## src/rtl/bus_write_regbank.sv

```systemverilog
// Write-side register bank on the 16-bit internal bus: fourteen architectural registers loaded by select code.
// Optional in-place increment path enabled by defining REG_INC_EN.
module bus_write_regbank #(
   parameter int DATA_W   = 16,
   parameter int NARROW_W = 8
) (
   input  logic                clk,
   input  logic                rst,
   input  logic [3:0]          WTB_sel,
   input  logic                WTB_en,
   input  logic [DATA_W-1:0]   datain,
   input  logic [3:0]          INC_sel,
   input  logic                INC_en,
   output logic [NARROW_W-1:0] reg_N,
   output logic [NARROW_W-1:0] reg_M,
   output logic [NARROW_W-1:0] reg_P,
   output logic [NARROW_W-1:0] reg_ROW,
   output logic [NARROW_W-1:0] reg_COL,
   output logic [NARROW_W-1:0] reg_CURR,
   output logic [DATA_W-1:0]   reg_R1,
   output logic [DATA_W-1:0]   reg_SUM,
   output logic [DATA_W-1:0]   reg_STA,
   output logic [DATA_W-1:0]   reg_STB,
   output logic [DATA_W-1:0]   reg_STC,
   output logic [DATA_W-1:0]   reg_A,
   output logic [DATA_W-1:0]   reg_B,
   output logic [DATA_W-1:0]   reg_R,
   output logic                wr_ack,
   output logic                inc_wrap
);

   localparam int NN = 6;
   localparam int NW = 8;
   // Select codes owned by each storage slot; narrow and wide banks kept apart so no bit goes unused.
   localparam logic [3:0] N_CODE [NN] = '{4'd1, 4'd2, 4'd3, 4'd5, 4'd6, 4'd7};
   localparam logic [3:0] W_CODE [NW] = '{4'd4, 4'd8, 4'd9, 4'd10, 4'd11, 4'd12, 4'd13, 4'd14};

   logic [NARROW_W-1:0] nar_q [NN];
   logic [NARROW_W-1:0] nar_d [NN];
   logic [DATA_W-1:0]   wid_q [NW];
   logic [DATA_W-1:0]   wid_d [NW];
   logic                wr_ack_q, wr_ack_d;
   logic                inc_wrap_q, inc_wrap_d;
   logic                wr_ok, inc_ok;

   assign wr_ok = WTB_en && (WTB_sel != 4'd0) && (WTB_sel != 4'd15);

`ifdef REG_INC_EN
   assign inc_ok = INC_en && (INC_sel != 4'd0) && (INC_sel != 4'd15);
`else
   logic unused_inc;
   assign unused_inc = ^{INC_sel, INC_en};
   assign inc_ok     = 1'b0;
`endif

   // A write to the same register shadows the increment, so the wrap flag stays low then.
   always_comb begin
      wr_ack_d   = wr_ok;
      inc_wrap_d = 1'b0;
      for (int i = 0; i < NN; i++) begin
         nar_d[i] = nar_q[i];
         if (wr_ok && (WTB_sel == N_CODE[i])) begin
            nar_d[i] = datain[NARROW_W-1:0];
         end else if (inc_ok && (INC_sel == N_CODE[i])) begin
            nar_d[i]   = nar_q[i] + NARROW_W'(1);
            inc_wrap_d = &nar_q[i];
         end
      end
      for (int i = 0; i < NW; i++) begin
         wid_d[i] = wid_q[i];
         if (wr_ok && (WTB_sel == W_CODE[i])) begin
            wid_d[i] = datain;
         end else if (inc_ok && (INC_sel == W_CODE[i])) begin
            wid_d[i]   = wid_q[i] + DATA_W'(1);
            inc_wrap_d = &wid_q[i];
         end
      end
   end

   always_ff @(posedge clk) begin
      if (rst) begin
         for (int i = 0; i < NN; i++) nar_q[i] <= '0;
         for (int i = 0; i < NW; i++) wid_q[i] <= '0;
         wr_ack_q   <= 1'b0;
         inc_wrap_q <= 1'b0;
      end else begin
         for (int i = 0; i < NN; i++) nar_q[i] <= nar_d[i];
         for (int i = 0; i < NW; i++) wid_q[i] <= wid_d[i];
         wr_ack_q   <= wr_ack_d;
         inc_wrap_q <= inc_wrap_d;
      end
   end

   assign reg_N    = nar_q[0];
   assign reg_M    = nar_q[1];
   assign reg_P    = nar_q[2];
   assign reg_ROW  = nar_q[3];
   assign reg_COL  = nar_q[4];
   assign reg_CURR = nar_q[5];
   assign reg_R1   = wid_q[0];
   assign reg_SUM  = wid_q[1];
   assign reg_STA  = wid_q[2];
   assign reg_STB  = wid_q[3];
   assign reg_STC  = wid_q[4];
   assign reg_A    = wid_q[5];
   assign reg_B    = wid_q[6];
   assign reg_R    = wid_q[7];
   assign wr_ack   = wr_ack_q;
   assign inc_wrap = inc_wrap_q;

endmodule

```

## config.mk

```make
export PLATFORM = sky130hd
export DESIGN_NAME = bus_write_regbank
export DESIGN_NICKNAME = d
export VERILOG_FILES = /design/src/rtl/bus_write_regbank.sv
export SDC_FILE = /design/constraint.sdc
export NUM_CORES = 1
export LEC_CHECK = 0
export CORE_ASPECT_RATIO = 1.75
export CORE_MARGIN = 1
export CORE_UTILIZATION = 43
export CTS_CLUSTER_DIAMETER = 50
export DETAILED_ROUTE_END_ITERATION = 8
export GPL_TIMING_DRIVEN = 0
export PLACE_DENSITY_LB_ADDON = 0.08
export SYNTH_ARGS = -nofsm -noshare
export SYNTH_HDL_FRONTEND = slang
export SYNTH_SLANG_ARGS = --single-unit
```

## constraint.sdc

```tcl
create_clock -name clk -period 1.3 [get_ports clk]
set_clock_uncertainty 0.15 [all_clocks]
set_input_delay 0.26 -clock clk [delete_from_list [all_inputs] [get_ports clk]]
set_output_delay 0.26 -clock clk [all_outputs]
set_load 0.02 [all_outputs]
```

==> results.txt <==
- Run status: complete, but fails checks
- The final reports fail on setup timing.
- Post-Synth XOR/XNOR Area: 0%
- Antenna Nets Post-Route: 0
- The initial utilization of the core area, before any placement, comes to 44.1%.
- Number of H-tree levels: 4
- Area leader, netlist: dfxtp_1
- Iter 0 DRT Violations: 167
* Slew Limit Fails: 0
- Worst-path cell with the longest stage delay: dfxtp_2
* CP Depth: 1
- Number of sinks driven by the clock tree: 177
- Register-to-Register Path Depth: 4
* Share of the synthesized area in the top cell type: 50.4%
- Buffers and inverters on the worst path: 1
* Number of hold buffers added after cts: 0
* Last weighted congestion value of the routability-driven placer: roughly 0.84
* Footprint of the multi-input gates: 3300 um2
- The design draws approximately 12 mW.
- For flop-to-flop paths, the worst setup slack is about 0.31 ns.
- In this run the critical register-to-register path is captured at wid_q[0][67]$_SDFFE_PP0P_.
* Actual slew at the worst max-slew pin: 0.581 ns
- The die is approximately 99 um wide.
- For this run, the register share of the synthesized area comes to 50.4%.
- Fraction of the cycle the final worst path needs: 101%
- Final number of hold-violating endpoints: 0
- In the routed layout, each cell is associated on average with a via count of between 4 and 5.
- Maximum vdd ir drop: 0.834 mV
- For this design the ratio of total power to cell area is about 1000 nW/um2.
- Initial antenna violation count: 0
- Setup violations remaining at the end of the flow were counted as 31.
- The number of nets handed over by synthesis was between 600 and 700.
- At the end of the flow, the number of nets in the layout was 960.
- Maximum net fanout on the critical path: 2
- Worst hold-check path type: in -> reg
- The later pin in the worst-skew pair is clocked with a latency of roughly 0.42 ns.
* Highest clock frequency the design can meet: roughly 760 MHz
* Share of the synthesized area in compound gates (AO/OA/AOI/OAI): 0.0712%
- Data required time of the critical path: 0.89 ns
- Post-synth EDFFs: 0
* Fraction of the mapped netlist area in simple logic gates: between 20% and 30%
* Core Area: 16000 um2
- Total die area: about 17000 um2
- Filler Cell Count: 1165
- Reg-to-reg critical path startpoint: wid_q[0][67]$_SDFFE_PP0P_
- The critical path goes through buf_6.
- No sink is reached through more buffers than the 2 on the longest clock path.
* Utilization of the core after routing: 70.8%
* Most used flip-flop cell after synthesis: dfxtp_1
* Count of yosys warnings during synthesis: 0
- Post-detailed-route DRC marker count: 0
- Global-route total usage across every layer: 24.6%
- Die outline height: ~170 um
* Capture point of the critical path: reg_A[1]
- Launching element type of the critical path: register
- The tool flagged a number of max-cap violations equal to 0.
- Of the total synthesized cell area, the portion taken by full adders, half adders and majority gates is 0%.
* Proportion of layout cells with a drive suffix above 1: between 50% and 60%
* Delay contributed by the slowest stage of the critical path: about 0.36 ns
* CTS buffer count: 17
- From synthesis to final layout, the design area changed by 60.5%.
* Sequential standard cell area: 3760 um2
* Mean instance size in the synthesized netlist: around 11 um2
- After detailed routing, the total wire length is approximately 21000 um.
- Clock Root Buffer: clkbuf_16
- # diodes: 0
- Clock-pin slew was measured on the worst setup and hold paths at 0.07 ns.
- Headroom to the max-slew limit: between 60% and 70%
- # port buffers: between 150 and 200
- Largest net degree at the start of global routing: 18
- After floorplanning, the core was divided into 61 placement rows.
- Minimum clock period: 1.31 ns
- Main combinational cell family by area after synthesis: multiplexers
* Portion of netlist area occupied by mux cells: 25.0%
- Routed WL per cell: 18.6 um
- The routed layout has about 5500 vias.
* Flip-flop and latch count after synthesis: about 180
- Grouping stages by cell kind, the critical path spends the most delay in flip-flops.
- Arrival time worst endpoint: approximately 0.90 ns
- Count of boundary I/O pins: 206
- The critical path is of the reg -> out type.
- Across all setup checks in the final design, the least slack found is -0.0146 ns.
- Setup repair after global routing missed its margin: yes
* TritonCTS clock tree: built
* Worst hold margin: roughly 0.024 ns
- Cell count after synthesis: 626
* Timing startpoint of the critical path: wid_q[0][81]$_SDFFE_PP0P_
- The worst setup path is captured at a primary output.
- First-pass GRT wire length: 30800 um
* Cell leakage power: 5.78 nW
* Detailed placement HPWL: between 10000 and 15000 um
- For this run, the detailed router's first-pass iteration total came to 4.
* Netlist cell types: 25
- For this run, asynchronously set or reset flops after synthesis account for 0%.
- Post-synth design cell area: 7030 um2
* Vias in the first global route: about 5600
* Remaining Overflow, GRT: 0
- Synth top area cells: dfxtp_1, mux2i_1, nand2b_1, buf_6, clkbuf_1
-- area by class of cell --
type,count,share of cell area (%)
repair buffers,292,25.6
clock inverters,13,1.03
well taps,189,2.09
flip-flops and latches,177,33.3
clock buffers,19,3.92
multi-input cells,396,29.2
plain buffers,48,4.77
-- what timing repair did --
action                      CTS  global route
buffers inserted             39            55
gates resized for setup    1334            10
setup endpoints to repair   354           212
gates cloned                  1             0
pin swaps                     2             0
-- cells by family (layout without fill, tap and decap cells) --
family	Yosys count	in the layout
AND/OR/NAND/NOR	218	218
multiplexers	176	176
flip-flops	177	177
buffers and inverters	53	372
other	1	1
AO/OA/AOI/OAI	1	1
-- cells in the final DEF (no fill, tap or decap), types with 2 or more instances in the layout --
cell type | synthesis | final
and3b_1 | 2 | 2
buf_1 | 8 | 3
buf_12 | 0 | 6
buf_4 | 5 | 97
buf_6 | 9 | 182
buf_8 | 0 | 9
clkbuf_16 | 0 | 18
clkbuf_2 | 0 | 8
clkbuf_4 | 0 | 11
clkbuf_8 | 0 | 5
clkdlybuf4s50_1 | 0 | 16
clkinvlp_4 | 0 | 3
dfxtp_2 | 0 | 177
dlygate4sd2_1 | 0 | 2
inv_6 | 0 | 4
inv_8 | 0 | 4
mux2i_1 | 176 | 176
nand2_2 | 5 | 4
nand2_4 | 4 | 4
nand2_8 | 0 | 2
nand2b_1 | 192 | 184
nand2b_2 | 0 | 2
nand2b_4 | 0 | 6
nand3_4 | 1 | 3
-- report_power, final --
part | internal (mW) | switching, mW | total [mW] | leakage, nW
Combinational | 0.532 | 0.506 | 1.04 | 3.99
Sequential | 5.50 | 0.0543 | 5.56 | 1.52
Clock | 2.57 | 2.36 | 4.93 | 0.269
-- flip-flops by register name, summed over array words and instances, names as in the netlist --
name    count
nar_q      48
wid_q     128
wr_ack      1
-- worst min path at each step --
stage / startpoint / to / slack (ns) / depth (start not counted)
6_report: WTB_sel[2] / wr_ack$_SDFF_PP0_ / 0.02 / 3
4_1_cts: WTB_sel[0] / wr_ack$_SDFF_PP0_ / 0.01 / 3
3_5_place_dp: wid_q[0][102]$_SDFFE_PP0P_ / wid_q[0][102]$_SDFFE_PP0P_ / 0.32 / 2
2_1_floorplan: WTB_en / wr_ack$_SDFF_PP0_ / 0.25 / 2
5_1_grt: WTB_sel[0] / wr_ack$_SDFF_PP0_ / 0.03 / 3
3_3_place_gp: wid_q[0][13]$_SDFFE_PP0P_ / wid_q[0][13]$_SDFFE_PP0P_ / 0.31 / 2
-- per-layer routing --
layer  global-route usage, %  wire (um)  share of wire, %  vias to the layer above
met1                    24.8       7640                36                     2677
met5                       0          0                 0                        -
met4                    11.0        703               3.3                        0
met3                    7.15       1140               5.4                       36
met2                    46.4      11600                55                      160
li1                        -          -                 -                     2669
-- per-stage QoR --
step,cells,setup slack [ns],TNS (ns),instance area (um2)
final,1134,-0.0146,-0.163,11300
after global routing,1134,-0.0462,-3.62,11300
after CTS,1079,-0.0352,-1.33,10900
after detailed placement,1012,-1.07,-164.27,9310
after global placement,1012,-1.01,-159.55,9310
after floorplan,626,-0.0781,-0.839,7100
-- Yosys cell counts, types with 2 or more instances --
cell type  number
nand2b_1      192
dfxtp_1       177
mux2i_1       176
clkbuf_1       21
buf_2          10
buf_6           9
buf_1           8
buf_4           5
nand2_2         5
nand2_4         4
and2_1          2
and3b_1         2
nand2_1         2
nand3_2         2
Note: power is estimated with default switching activity, not from simulation.
